--- config.mk ---
export PLATFORM = sky130hd
export DESIGN_NAME = prio_encoder_8to3
export DESIGN_NICKNAME = d
export VERILOG_FILES = /design/src/rtl/prio_encoder_8to3.sv
export SDC_FILE = /design/constraint.sdc
export NUM_CORES = 1
export LEC_CHECK = 0
export BUFFER_PORTS_ARGS = -buffer_cell sky130_fd_sc_hd__buf_4
export CORE_UTILIZATION = 28
export CTS_CLUSTER_DIAMETER = 150
export DETAILED_ROUTE_END_ITERATION = 6
export GPL_TIMING_DRIVEN = 0
export HOLD_SLACK_MARGIN = 0.08
export SLEW_MARGIN = 5
export SYNTH_ARGS = -nofsm -noshare
export SYNTH_HDL_FRONTEND = slang
export SYNTH_SLANG_ARGS = --single-unit
--- constraint.sdc ---
create_clock -name clk -period 3.56 [get_ports clk]
set_clock_uncertainty 0.15 [all_clocks]
set_input_delay 0.178 -clock clk [delete_from_list [all_inputs] [get_ports clk]]
set_output_delay 0.178 -clock clk [all_outputs]
set_load 0.02 [all_outputs]
--- src/rtl/prio_encoder_8to3.sv ---
// Registered 8-to-3 priority encoder with sticky active-low request capture and a valid/ack grant handshake.
// Define ROUND_ROBIN_EN for rotating priority; by default the highest pending index always wins.
module prio_encoder_8to3 #(
  parameter int N = 8,
  parameter int W = 3
) (
  input  logic         clk,
  input  logic         rst_n,
  input  logic [N-1:0] req_n,
  input  logic         en,
  input  logic         ack,
  output logic [W-1:0] code,
  output logic         valid,
  output logic         multi,
  output logic [N-1:0] pend
);

  // Handshake: code is offered while valid=1 and held unchanged until the
  // consumer raises ack on a clock edge; that edge retires the grant, and
  // ack is ignored whenever valid=0.

  if (N < 2 || W != $clog2(N)) begin : g_bad_params
    $error("prio_encoder_8to3: need N>=2 and W == $clog2(N)");
  end

  typedef enum logic {
    IDLE  = 1'b0,
    GRANT = 1'b1
  } state_t;

  state_t         state_q, state_d;
  logic [N-1:0]   pend_q, pend_d;
  logic [W-1:0]   code_q, code_d;
  logic           multi_q, multi_d;
  logic [N-1:0]   clr;
  logic [N-1:0]   capt;
  logic [N-1:0]   code_oh_d;

`ifdef ROUND_ROBIN_EN
  logic [W-1:0]   last_idx_q, last_idx_d;

  // Search starts just below the last granted index and wraps, so the line
  // that was just served has the lowest priority on the next pick.
  function automatic logic [W-1:0] pick(input logic [N-1:0] p,
                                        input logic [W-1:0] last);
    logic [W-1:0] r;
    logic         found;
    int           idx;
    r     = '0;
    found = 1'b0;
    for (int k = 1; k <= N; k++) begin
      idx = (int'(last) + N - k) % N;
      if (!found && p[idx]) begin
        r     = W'(idx);
        found = 1'b1;
      end
    end
    return r;
  endfunction
`else
  function automatic logic [W-1:0] pick(input logic [N-1:0] p);
    logic [W-1:0] r;
    r = '0;
    for (int i = 0; i < N; i++) begin
      if (p[i]) r = W'(i);
    end
    return r;
  endfunction
`endif

  always_comb begin
    state_d = state_q;
    code_d  = code_q;
    clr     = '0;
`ifdef ROUND_ROBIN_EN
    last_idx_d = last_idx_q;
`endif
    case (state_q)
      IDLE: begin
        if (|pend_q) begin
`ifdef ROUND_ROBIN_EN
          code_d = pick(pend_q, last_idx_q);
`else
          code_d = pick(pend_q);
`endif
          state_d = GRANT;
        end
      end
      GRANT: begin
        if (ack) begin
          clr     = N'(1) << code_q;
          state_d = IDLE;
`ifdef ROUND_ROBIN_EN
          last_idx_d = code_q;
`endif
        end
      end
      default: state_d = IDLE;
    endcase

    // A line still held low on the ack edge is re-captured, so set wins over clear.
    capt      = en ? ~req_n : '0;
    pend_d    = (pend_q & ~clr) | capt;
    code_oh_d = N'(1) << code_d;
    multi_d   = (state_d == GRANT) && (|(pend_d & ~code_oh_d));
  end

  always_ff @(posedge clk or negedge rst_n) begin
    if (!rst_n) begin
      state_q <= IDLE;
      pend_q  <= '0;
      code_q  <= '0;
      multi_q <= 1'b0;
`ifdef ROUND_ROBIN_EN
      last_idx_q <= '0;
`endif
    end else begin
      state_q <= state_d;
      pend_q  <= pend_d;
      code_q  <= code_d;
      multi_q <= multi_d;
`ifdef ROUND_ROBIN_EN
      last_idx_q <= last_idx_d;
`endif
    end
  end

  assign code  = code_q;
  assign valid = (state_q == GRANT);
  assign multi = multi_q;
  assign pend  = pend_q;

endmodule

==> results of run 1 <==
metrics by stage:
stage / util [%] / hold slack, ns / cell area, µm² / worst slack (ns)
after floorplan: - / -0.268 / 688 / 1.46
after global placement: 40.1 / -0.121 / 903 / 1.37
after detailed placement: 40.1 / -0.117 / 903 / 1.36
after CTS: 45.3 / 0.0938 / 1020 / 1.33
after global routing: 45.3 / 0.105 / 1020 / 1.19
final: 45.3 / 0.102 / 1020 / 1.32
metal layers:
layer | global-route usage (%) | vias up | wire length [µm]
met5 | 0 | - | 0
met3 | 0.877 | 2 | 67
met2 | 25.8 | 21 | 893
li1 | - | 345 | -
met4 | 11.3 | 0 | 27
met1 | 19.9 | 345 | 902
repair_timing:
action                                  4_1_cts  5_1_grt
hold endpoints to repair                     21        0
endpoints found under the setup margin        0        0
hold buffers                                  9        0
resized for setup                             0        0
kinds of logic after synthesis:
family / Yosys count
DFF: 13
AOI/OAI and AO/OA: 36
and+or+nand+nor: 16
buffers and inverters: 7
state kept, by name (all words and copies together) (netlist names):
register  count
code          3
pend          8
valid         1
multi         1
power by group:
| part | total [W] | switching [W] | internal (W) |
|---|---|---|---|
| Combinational | 0.000336 | 0.000198 | 0.000139 |
| Sequential | 0.000259 | 0.0000680 | 0.000191 |
| Clock | 0.0000915 | 0.0000499 | 0.0000416 |
final cells by class:
cell class	instances	share of cell area, %
Sequential cell	13	31.9
Tap cell	28	3.43
Multi-Input combinational cell	52	33.0
Inverter	7	2.57
Clock buffer	3	2.21
Clock inverter	1	0.490
Timing Repair Buffer	33	26.5
Yosys cell counts, drive strengths merged:
cell     instances
o21ai           21
dfrtp           13
inv              6
a21oi            4
nand2            3
o21a             3
nand3            2
nand3b           2
nor2             2
nor4             2
o31a             2
o31ai            2
or3              2
or4              2
a2bb2oi          1
a41oi            1
clkinv           1
nand2b           1
o22ai            1
o311ai           1
worst max-delay path: stages, from the launching register on:
cell and delay [ns]:
sky130_fd_sc_hd__dfrtp_1 0.43, sky130_fd_sc_hd__nor4_2 0.38, sky130_fd_sc_hd__a21oi_2 0.13, sky130_fd_sc_hd__o311ai_1 0.10
sky130_fd_sc_hd__o21ai_2 0.17, sky130_fd_sc_hd__or4_1 0.48, sky130_fd_sc_hd__o21ai_0 0.10, sky130_fd_sc_hd__a41oi_1 0.15
how the worst min path moves through the flow:
| stage | to | slack, ns | start | depth (start not counted) |
|---|---|---|---|---|
| final | valid | 0.10 | ack | 4 |
| after global routing | valid | 0.11 | ack | 4 |
| after CTS | valid | 0.09 | ack | 4 |
| after detailed placement | pend[0] | -0.12 | rst_n | 1 |
| after global placement | pend[0] | -0.12 | rst_n | 1 |
| after floorplan | code[0] | -0.27 | rst_n | 0 |
==> impl.org, run 1 <==
** Logic synthesis
- Average cell area after synthesis :: between 9 and 10 µm²
- Yosys warns :: 0
- Number of instances in the synthesized netlist :: 72
- Flops & latches, synth :: 13
- Area leader, netlist :: sky130_fd_sc_hd__dfrtp_1
- Synthesis instantiated 26 different standard cells from the library.
- Summing the areas of all and, or, nand and nor instances in the mapped netlist gives ~16% of the synthesized area.
- The mapped netlist covers 688 µm².
- After synthesis, the largest family of logic cells by area is compound AO/OA/AOI/OAI gates.
- Summing the areas of all fa, ha and maj instances in the mapped netlist gives 0% of the synthesized area.
- Sequential element share of the synthesized area :: 47.3%
- Number of nets produced by synthesis :: between 80 and 90
- The synthesized netlist devotes 32.7% of its cell area to compound gates.
- Leading cell types by total area after synthesis :: sky130_fd_sc_hd__dfrtp_1, sky130_fd_sc_hd__o21ai_0, sky130_fd_sc_hd__o21a_1
- Multiplexer share of the synthesized area :: 0%
- Summing the areas of all xor and xnor instances in the mapped netlist gives 0% of the synthesized area.
- The synthesized design devotes to its leading area cell type a little under half of total area.

** Power and ir drop
- Total power draw :: 0.000687 W
- Dividing total power by cell area gives a power density of 673 nW/µm².
- For this design the static power due to leakage is between 0.4 and 0.5 nW.
- Largest voltage drop on the vdd net :: roughly 250 µV

** CTS
- Clock slew at the register clock pins of the worst setup and hold paths :: roughly 0.09 ns
- Maximum level of the CTS H-tree :: 1
- TritonCTS built the clock tree.
- Buffer type at the clock tree root :: sky130_fd_sc_hd__clkbuf_4
- Clock latency on the worst-skew pair :: about 0.28 ns
- Post-CTS setup buffers :: 0
- Counting along the longest clock path gives a buffer depth of 2.
- In this run, CTS created clock tree buffers numbering 3.
- CTS saw 13 sinks.

** Routing
- The detailed router placed 713 vias in this run.
- The first routing iteration left 24 violations.
- WL final :: ~1.9 mm
- Remaining antenna violation count after routing :: 0
- Residual DRC :: 0
- Length of the first detailed-routing pass in iterations :: 4
- Average via count per standard cell :: roughly 5.2
- Routed length per instance :: around 14 µm

** Die
- Number of placement rows :: 17
- Effective utilization at floorplan :: between 30% and 40%
- The floorplan step defined a core boundary enclosing 2250 µm².
- The die covers 2660 µm².
- Num ports :: 25
- The die is ~52 µm tall.
- The die is slightly above 50 µm wide.

** Placed design
- DPL Wire Length :: 1.43 mm
- Including well taps, the total number of placed cells is 124.
- The count of buffers added on input and output ports is 24.
- The congestion estimate from routability-driven global placement came to between 0.7 and 0.8.

** GRT
- For this run the aggregate overflow at the end of global routing stands at 0.
- The first global-routing pass estimated ~3 mm of wire.
- Number of global-route vias before repair :: 671
- Pin count of the biggest net entering global routing :: 14
- Initial antenna violation count :: 0
- Overall routing resource usage :: 15.8%

** STA
- After routing, the total negative slack on setup checks comes to 0 ns.
- The max-slew violation count was 0.
- Setup violations remaining at the end of the flow were counted as 0.
- The final critical path takes up 62.9% of the cycle.
- Final hold vios :: 0
- The worst path in the final design needs a cycle of ~2.2 ns, including I/O delays and setup.
- Worst-margin pin slew :: just under 0.6 ns
- Headroom to the max-slew limit :: between 60 and 70%
- Maximum achievable frequency :: around 0.45 GHz
- Setup repair after global routing left no endpoint under its margin.

** Setup path
- Startpoint of the worst-slack reg-to-reg timing path :: pend[3]
- Timing endpoint of the critical path :: multi
- The number of cells on the worst reg-to-reg path is 7.
- Critical Setup Path Class :: reg2reg
- Tracing the worst setup path back leads to its startpoint at pend[3].
- STA puts the critical path data required time at roughly 3.5 ns.
- In this run the worst path has a maximum fanout of 6.
- At the worst endpoint, the arrival time is around 2.2 ns.
- The worst register-to-register path ends at multi.
- In this run the register-to-register setup slack is approximately 1.3 ns.
- The worst setup path is captured at a flop.
- Category of the worst setup path launch point :: flop

** Final layout
- The number of antenna diodes in the final layout is 0.
- Filler Cells Inserted :: between 200 and 250
- Of the cells placed in the final design, the portion with a size suffix greater than 1 is about a third.
- Register cell area after layout :: about 330 µm²
- In the final layout, the multi-input gates occupy approximately 340 µm².
- Top library cells by usage in the layout, fill and taps aside :: sky130_fd_sc_hd__buf_4, sky130_fd_sc_hd__o21ai_0, sky130_fd_sc_hd__dfrtp_1
- After the flow finishes, the layout carries non-filler instances totaling roughly 140.
- The net count of the finished layout is around 120.
- Synth-to-Final Area Change :: 48.4%
- Most common library cell in the layout ignoring fill and taps :: sky130_fd_sc_hd__buf_4

** Status
- Outcome :: finished, final reports clean

** Run
- Max-cap violations in this run came to 0.

** Worst hold path
- Min-Delay Path Class :: in2reg
Power figures use the tool's default switching activity.
==> inputs of run 2 (changes only) <==
==> constraint.sdc (replaced) <==
create_clock -name clk -period 2.3 [get_ports clk]
set_clock_uncertainty 0.15 [all_clocks]
set_input_delay 0.115 -clock clk [delete_from_list [all_inputs] [get_ports clk]]
set_output_delay 0.115 -clock clk [all_outputs]
set_load 0.02 [all_outputs]
==> run 2 against run 1 <==
Compared with the run above:
- count of clock-buffer cells in the layout stayed put
- non-clock buffer count grew 3
- maximum frequency grew 2.5%
- sequential cell count unchanged
- global-route usage is 0.062 points higher
- via count up 2.4%
- combinational power is 60% higher
- core utilization increased by 2.4 points
- worst setup slack worse by 1.2 ns
- routed wire length increased by 3.6%
- critical path type unchanged
- critical endpoint unchanged
- highest routed layer unchanged
==> impl.org, run 2 (synthesis gave the netlist of run 1 again) <==
** Power and ir drop
- The ratio of total power to cell area was 1010 nW/µm² (+51%).
- The combinational share of power is 49.2% (+0.3 points).
- The sequential cell fraction of total power was 38.0% (+0.2 points).
- Switching power share of the total :: 46.0% (+0.069 points)
- The peak ir drop on the vdd network is 395 µV (+56%).
- Internal Dissipation :: 0.000589 W (+58%)
- Part of the power in the clock network :: 12.8% (-0.5 points)
- The total power is 0.00109 W (+59%).
- The reported net switching power was 0.000502 W (+59%).
- Leakage power total :: 0.437 nW (+5.2%)

** Final layout
- Number of flip-flops in the largest register :: 8 (unchanged)
- The count of non-filler cells in the finished layout was 140 (+2.2%).
- Relative to the synthesized area, the layout overhead comes to 56.2%.
- The share of the core filled with cells came to 47.7% (+2.4 points).
- Most common library cell in the layout ignoring fill and taps :: sky130_fd_sc_hd__buf_4
- Final net count :: 125 (+2.5%)
- Multi-input logic area :: 354 µm² (+5.2%)
- The share of cells above drive strength 1 came to 36.6% (+3.6 points).
- The count of fill cells added during filler insertion is 230 (unchanged).
- The top cell types in the final layout, fill and taps aside, are sky130_fd_sc_hd__buf_4, sky130_fd_sc_hd__o21ai_0, sky130_fd_sc_hd__dlygate4sd3_1.
- The antenna diode instance count was 0 (unchanged).
- Register cell area after layout :: 332 µm² (+1.9%)

** Routing
- The iteration-0 DRC count of the detailed router was 11 (-54%).
- The total iterations of the first detailed-routing run came to 4 (unchanged).
- Routed length per instance :: 14.0 µm (+1.4%)
- Average via count per standard cell :: 5.21 (+0.19%)
- Residual DRC :: 0 (unchanged)
- WL final :: 1.96 mm (+3.6%)
- Remaining antenna violation count after routing :: 0 (unchanged)
- Vias post-DR :: 730 (+2.4%)

** Setup path
- The worst setup path is of the reg2reg kind.
- Type of destination of the critical path :: flop
- Category of the worst setup path launch point :: flop
- The top fanout value on the critical path is 6 (unchanged).
- The data arrival time at the worst-slack endpoint came to 2.17 ns (-0.05 ns).
- Setup slack of the worst register-to-register path :: 0.12 ns (-1.20 ns)
- Startpoint of the worst-slack reg-to-reg timing path :: pend[0]
- The signal on the critical path passes through nor4_4 > a21oi_2 > o311ai_1 > o21ai_2 > or4_1 > o21ai_0 > a41oi_1.
- The critical path required time is 2.28 ns (-1.26 ns).
- The delay contributed by the slowest stage of the critical path was 0.48 ns (about the same).
- Highest-delay cell along the critical path :: sky130_fd_sc_hd__or4_1
- The cell depth of the worst flop-to-flop path was 7 (unchanged).
- The endpoint identified for the worst register-to-register timing path is multi.

** Die
- Number of placement rows :: 17 (unchanged)
- The number of primary I/O pins is 25 (unchanged).
- The starting density of the core was 30.5% (unchanged).
- The height of the die is 51.6 µm (unchanged).
- Die Footprint :: 2660 µm² (unchanged)
- The overall die width was 51.6 µm (unchanged).
- Placeable Area :: 2250 µm² (unchanged)

** STA
- Setup repair after global routing left no endpoint under its margin.
- Final clock period utilization by the worst path :: 95.0% (+32 points)
- Total count of max-transition violations in the final report :: 0 (unchanged)
- Maximum achievable frequency :: 0.458 GHz (+2.5%)
- Final hold vios :: 0 (unchanged)
- Worst-margin pin slew :: 0.587 ns (-0.00509 ns)
- The post-layout minimum cycle time came to 2.18 ns (-0.0553 ns).
- Headroom to the max-slew limit :: 60.7% (+0.45 points)
- The setup TNS was 0 ns (unchanged).
- Worst hold slack :: 0.0965 ns (-0.00527 ns)
- Setup-violating endpoint count in the final report :: 0 (unchanged)

** GRT
- Number of global-route vias before repair :: 687 (+2.4%)
- The global routing stage identified its most utilized layer as met2.
- M3 GR Usage :: 0.877% (unchanged)
- Met1 demand-to-capacity share in global routing :: 20.0% (+0.18 points)
- Pin count of the biggest net entering global routing :: 14 (unchanged)
- The met2 usage is 25.8% (unchanged).
- The global-route usage over all layers is 15.9% (+0.062 points).
- Wire length of the first global-routing pass :: 3.06 mm (+0.89%)
- Congestion Overflow GR :: 0 (unchanged)
- The initial antenna violation count was 0 (unchanged).

** CTS
- The number of clock sinks is 13 (unchanged).
- Post-CTS setup buffers :: 0 (unchanged)
- The TritonCTS buffer count is 3 (unchanged).
- Maximum level of the CTS H-tree :: 1 (unchanged)
- Clock latency on the worst-skew pair :: 0.27 ns (about the same)
- Buffers from clock root to sink, at most :: 2 (unchanged)
- In this run the clock root is driven by a sky130_fd_sc_hd__clkbuf_4.
- Clock slew at the register clock pins of the worst setup and hold paths :: 0.08 ns (about the same)
- TritonCTS built the clock tree.

** Worst hold path
- Number of cells on the worst hold path :: 3 (-1)
- Start point of the worst min-delay path :: en
- Min-Delay Path Class :: in2reg
- The worst hold path terminates at pend[0].

** Placed design
- Count of placed standard cells including taps :: 124 (unchanged)
- DPL Wire Length :: 1.43 mm (unchanged)
- The routability-driven placement congestion ratio came to 0.789 (unchanged).
- The count of buffers inserted at the top-level ports came to 24 (unchanged).

** Status
- The run finished with clean final reports.

** Run
- Number of max-capacitance violations reported :: 0 (unchanged)
==> run 2: through the flow <==
step / cell area [µm²] / setup slack [ns]
floorplan: 688 / 0.195
global placement: 903 / 0.107
detailed placement: 903 / 0.0994
CTS: 1050 / 0.0705
global route: 1070 / 0.000960
finish: 1070 / 0.115
==> run 2: power by group through the flow <==
| stage | registers, W | logic [W] | clock network, W |
|---|---|---|---|
| final | 0.000414 | 0.000537 | 0.000139 |
| after global routing | 0.000422 | 0.000591 | 0.000155 |
| after CTS | 0.000398 | 0.000529 | 0.000145 |
| after detailed placement | 0.000403 | 0.000506 | 0 |
| after global placement | 0.000402 | 0.000501 | 0 |
| after floorplan | 0.000471 | 0.000231 | 0 |
==> run 2: cell type report <==
type | instances | area share, %
multi-input cells | 52 | 32.9
flip-flops and latches | 13 | 30.8
repair buffers | 36 | 27.9
well taps | 28 | 3.26
inverters | 7 | 2.44
clock buffers | 3 | 2.10
clock inverters | 1 | 0.466
==> run 2: timing repair <==
action | 4_1_cts | 5_1_grt
resized for setup | 0 | 7
hold buffers | 12 | 0
endpoints found under the setup margin | 0 | 1
endpoints found under the hold margin | 22 | 0
==> run 2: worst max-delay path: cells and delay by family, from the launching register on <==
kind,cells,cell delay [ns]
AND/OR/NAND/NOR,2,0.81
AO/OA/AOI/OAI,5,0.63
flip-flops,1,0.45
==> run 2: metal layers <==
layer  up-vias  routed length, µm
met3         2                 69
met2        23                926
met5         -                  0
li1        354                  -
met1       351                937
met4         0                 27
==> run 2: worst max-delay path by stage <==
stage	slack (ns)	end	startpoint	cells past startpoint
3_3_place_gp	0.11	multi	pend[3]	7
3_5_place_dp	0.1	multi	pend[3]	7
2_1_floorplan	0.20	multi	pend[3]	7
4_1_cts	0.07	multi	pend[3]	7
5_1_grt	0.001	multi	pend[6]	7
6_report	0.12	multi	pend[0]	7
==> inputs of run 3 (changes only) <==
--- a/config.mk
+++ b/config.mk
@@ -6,11 +6,14 @@
 export NUM_CORES = 1
 export LEC_CHECK = 0
 export BUFFER_PORTS_ARGS = -buffer_cell sky130_fd_sc_hd__buf_4
+export CORE_MARGIN = 10
 export CORE_UTILIZATION = 28
 export CTS_CLUSTER_DIAMETER = 150
 export DETAILED_ROUTE_END_ITERATION = 6
 export GPL_TIMING_DRIVEN = 0
 export HOLD_SLACK_MARGIN = 0.08
+export MAX_ROUTING_LAYER = met4
+export RECOVER_POWER = 25
 export SLEW_MARGIN = 5
 export SYNTH_ARGS = -nofsm -noshare
 export SYNTH_HDL_FRONTEND = slang
==> run 3 against run 2 <==
Compared with the run above:
- final area fell by 0.47%
- maximum frequency rose by 0.11%
- critical path depth rose by 1
- cell count rose by 1.4%
- count of clock-buffer cells in the layout rose by 1
- worst setup slack improved by 0.0025 ns
- sequential cell count did not move
- register-to-register slack barely moved
- total power rose by 1.7%
==> impl.org, run 3 (synthesis gave the netlist of run 1 again) <==
** Final layout
- The combined flip-flop and latch cell area came to 330 µm² (-0.38%).
- The flip-flop count of the largest register, all copies and words added is 8 (unchanged).
- The area growth from synthesis to layout is 55.5%.
- Multi-input logic area :: 354 µm² (unchanged)
- Most common library cell in the layout ignoring fill and taps :: sky130_fd_sc_hd__buf_4
- Filler Cells Inserted :: 213 (-7.4%)
- The library cells used most frequently in the layout, excluding fill and tap cells, are sky130_fd_sc_hd__buf_4, sky130_fd_sc_hd__o21ai_0, sky130_fd_sc_hd__dlygate4sd3_1.
- The antenna diode instance count was 0 (unchanged).
- The count of nets after finishing came to 127 (+1.6%).
- Post-route cell area :: 1070 µm² (-0.47%)
- The share of cells above drive strength 1 is 33.3% (-3.3 points).

** Die
- Die width :: 69.6 µm (+35%)
- Vertical die dimension :: 69.6 µm (+35%)
- Num ports :: 25 (unchanged)
- Number of placement rows :: 17 (unchanged)
- The floorplan core area was 2280 µm² (+0.94%).
- The total die area was 4840 µm² (+82%).
- The starting density of the core is 30.2% (-0.29 points).

** Routing
- The number of vias per cell was 5.37 (+3.0%).
- The wire length per cell was 15.9 µm (+14%).
- Remaining antenna violation count after routing :: 0 (unchanged)
- The total number of vias was 763 (+4.5%).
- The iteration-0 DRC count of the detailed router was 24 (+13).
- Length of the first detailed-routing pass in iterations :: 4 (unchanged)
- Residual DRC :: 0 (unchanged)
- The sum of routed wire length over all layers came to 2.26 mm (+15%).

** Setup path
- The worst setup path is captured at a flop.
- Ordered list of cells on the worst path :: nor4_4 > a21oi_2 > o311ai_1 > o21ai_2 > buf_4 > or3_1 > o21ai_0 > a41oi_1
- CP Data Arrival Time :: 2.17 ns (about the same)
- The top fanout value on the critical path came to 5 (-1).
- The register-to-register path setup slack was 0.12 ns (about the same).
- Worst-case reg-to-reg path depth :: 8 (+1)
- The delay contributed by the slowest stage of the critical path is 0.45 ns (-0.03 ns).
- Required time reported for the critical path endpoint :: 2.29 ns (about the same)
- Highest-delay cell along the critical path :: sky130_fd_sc_hd__dfrtp_2
- The worst setup path is launched from a flop.
- Critical Setup Path Class :: reg2reg

** Power and ir drop
- The leakage dissipation is 0.432 nW (-1.0%).
- The peak ir drop on the vdd network came to 813 µV (+110%).
- The ratio of total power to cell area came to 1040 nW/µm² (+2.1%).

** Placed design
- The count of buffers inserted at the top-level ports was 24 (unchanged).
- The estimated wirelength of the detail-placed design is 1.66 mm (+16%).
- The placement-stage cell area is 903 µm² (unchanged).
- The routability-driven placement congestion ratio came to 0.903 (+14%).

** GRT
- The global route total overflow is 0 (unchanged).
- The initial antenna violation count came to 0 (unchanged).
- Overall routing resource usage :: 8.97% (-6.9 points)
- The maximum number of pins on one net before global-route repair was 14 (unchanged).
- Wire length of the first global-routing pass :: 3.63 mm (+18%)
- Number of global-route vias before repair :: 789 (+15%)

** STA
- Total count of max-transition violations in the final report :: 0 (unchanged)
- The setup TNS is 0 ns (unchanged).
- The final setup violation count is 0 (unchanged).
- The final hold violation count is 0 (unchanged).
- Headroom to the max-slew limit :: 59.8% (-0.94 points)
- The actual slew at the worst max-slew pin was 0.601 ns (+0.0141 ns).
- The final critical-path share of the clock period was 94.9% (-0.11 points).
- The post-layout minimum cycle time is 2.18 ns (-0.00250 ns).
- Maximum achievable frequency :: 0.458 GHz (+0.11%)

** CTS
- Clock tree from TritonCTS :: built
- The depth of the CTS H-tree is 1 (unchanged).
- The maximum buffer depth of the clock tree is 2 (unchanged).
- TritonCTS Buffers :: 3 (unchanged)
- CTS placed an instance of sky130_fd_sc_hd__clkbuf_4 at the clock tree root.
- Clock latency on the worst-skew pair :: 0.27 ns (about the same)
- Total clock sinks :: 13 (unchanged)
- Clock slew at the register clock pins of the worst setup and hold paths :: 0.08 ns (about the same)

** Worst hold path
- The path class of the tightest hold or removal check is in2reg.
- The worst hold path stage count came to 3 (unchanged).

** Status
- Outcome :: finished, final reports clean

** Run
- The reported max-cap violation count came to 0 (unchanged).
==> run 3: final timing paths <==
path | to | start
worst max-delay path | multi | pend[7]
worst min-delay path | pend[2] | en
worst max register to register | multi | pend[7]
worst min register to register | code[0] | code[0]
max in group asynchronous | valid | rst_n
min in group asynchronous | pend[0] | rst_n
==> run 3: cell type report <==
type,instances,area share (%)
Multi-Input combinational cell,52,33.1
Sequential cell,13,30.9
Timing Repair Buffer,38,27.8
Tap cell,28,3.27
Clock buffer,4,2.46
Inverter,7,2.46
==> run 3: power by group <==
group	switching, W	total (W)	leakage (nW)	internal, W
logic	0.000328	0.000555	0.293	0.000227
clock network	0.0000727	0.000140	0.0150	0.0000671
registers	0.000112	0.000414	0.124	0.000302
total	0.000513	0.00111	0.432	0.000595
==> run 3: timing repair <==
action / 4_1_cts / 5_1_grt
hold buffers: 11 / 0
gates resized for setup: 0 / 10
buffers inserted: 0 / 3
setup endpoints to repair: 0 / 1
hold endpoints to repair: 22 / 0
==> run 3: critical path, delay by kind of cell (launching register included) <==
family | cells | cell delay [ns]
AND/OR/NAND/NOR | 2 | 0.67
AO/OA/AOI/OAI | 5 | 0.61
flip-flops | 1 | 0.45
buffers and inverters | 1 | 0.17
==> run 3: metal layers <==
metal / vias up / GRT usage [%] / share of wire, %
met3: 4 / 3.28 / 5.4
met2: 24 / 15.1 / 50
met4: 0 / 1.11 / 0.62
met1: 375 / 10.1 / 44
met5: - / - / 0
li1: 360 / - / -
==> run 3: through the flow <==
step	hold WS [ns]	power, W	worst slack, ns	std cells	utilization [%]
after global placement	-0.178	0.000914	0.0942	124	39.7
after floorplan	-0.331	0.000702	0.195	72	-
final	0.0933	0.00111	0.118	142	47.0
after global routing	0.0915	0.00118	-0.00377	142	47.0
after CTS	0.0887	0.00107	0.0940	139	45.7
after detailed placement	-0.181	0.000920	0.125	124	39.7
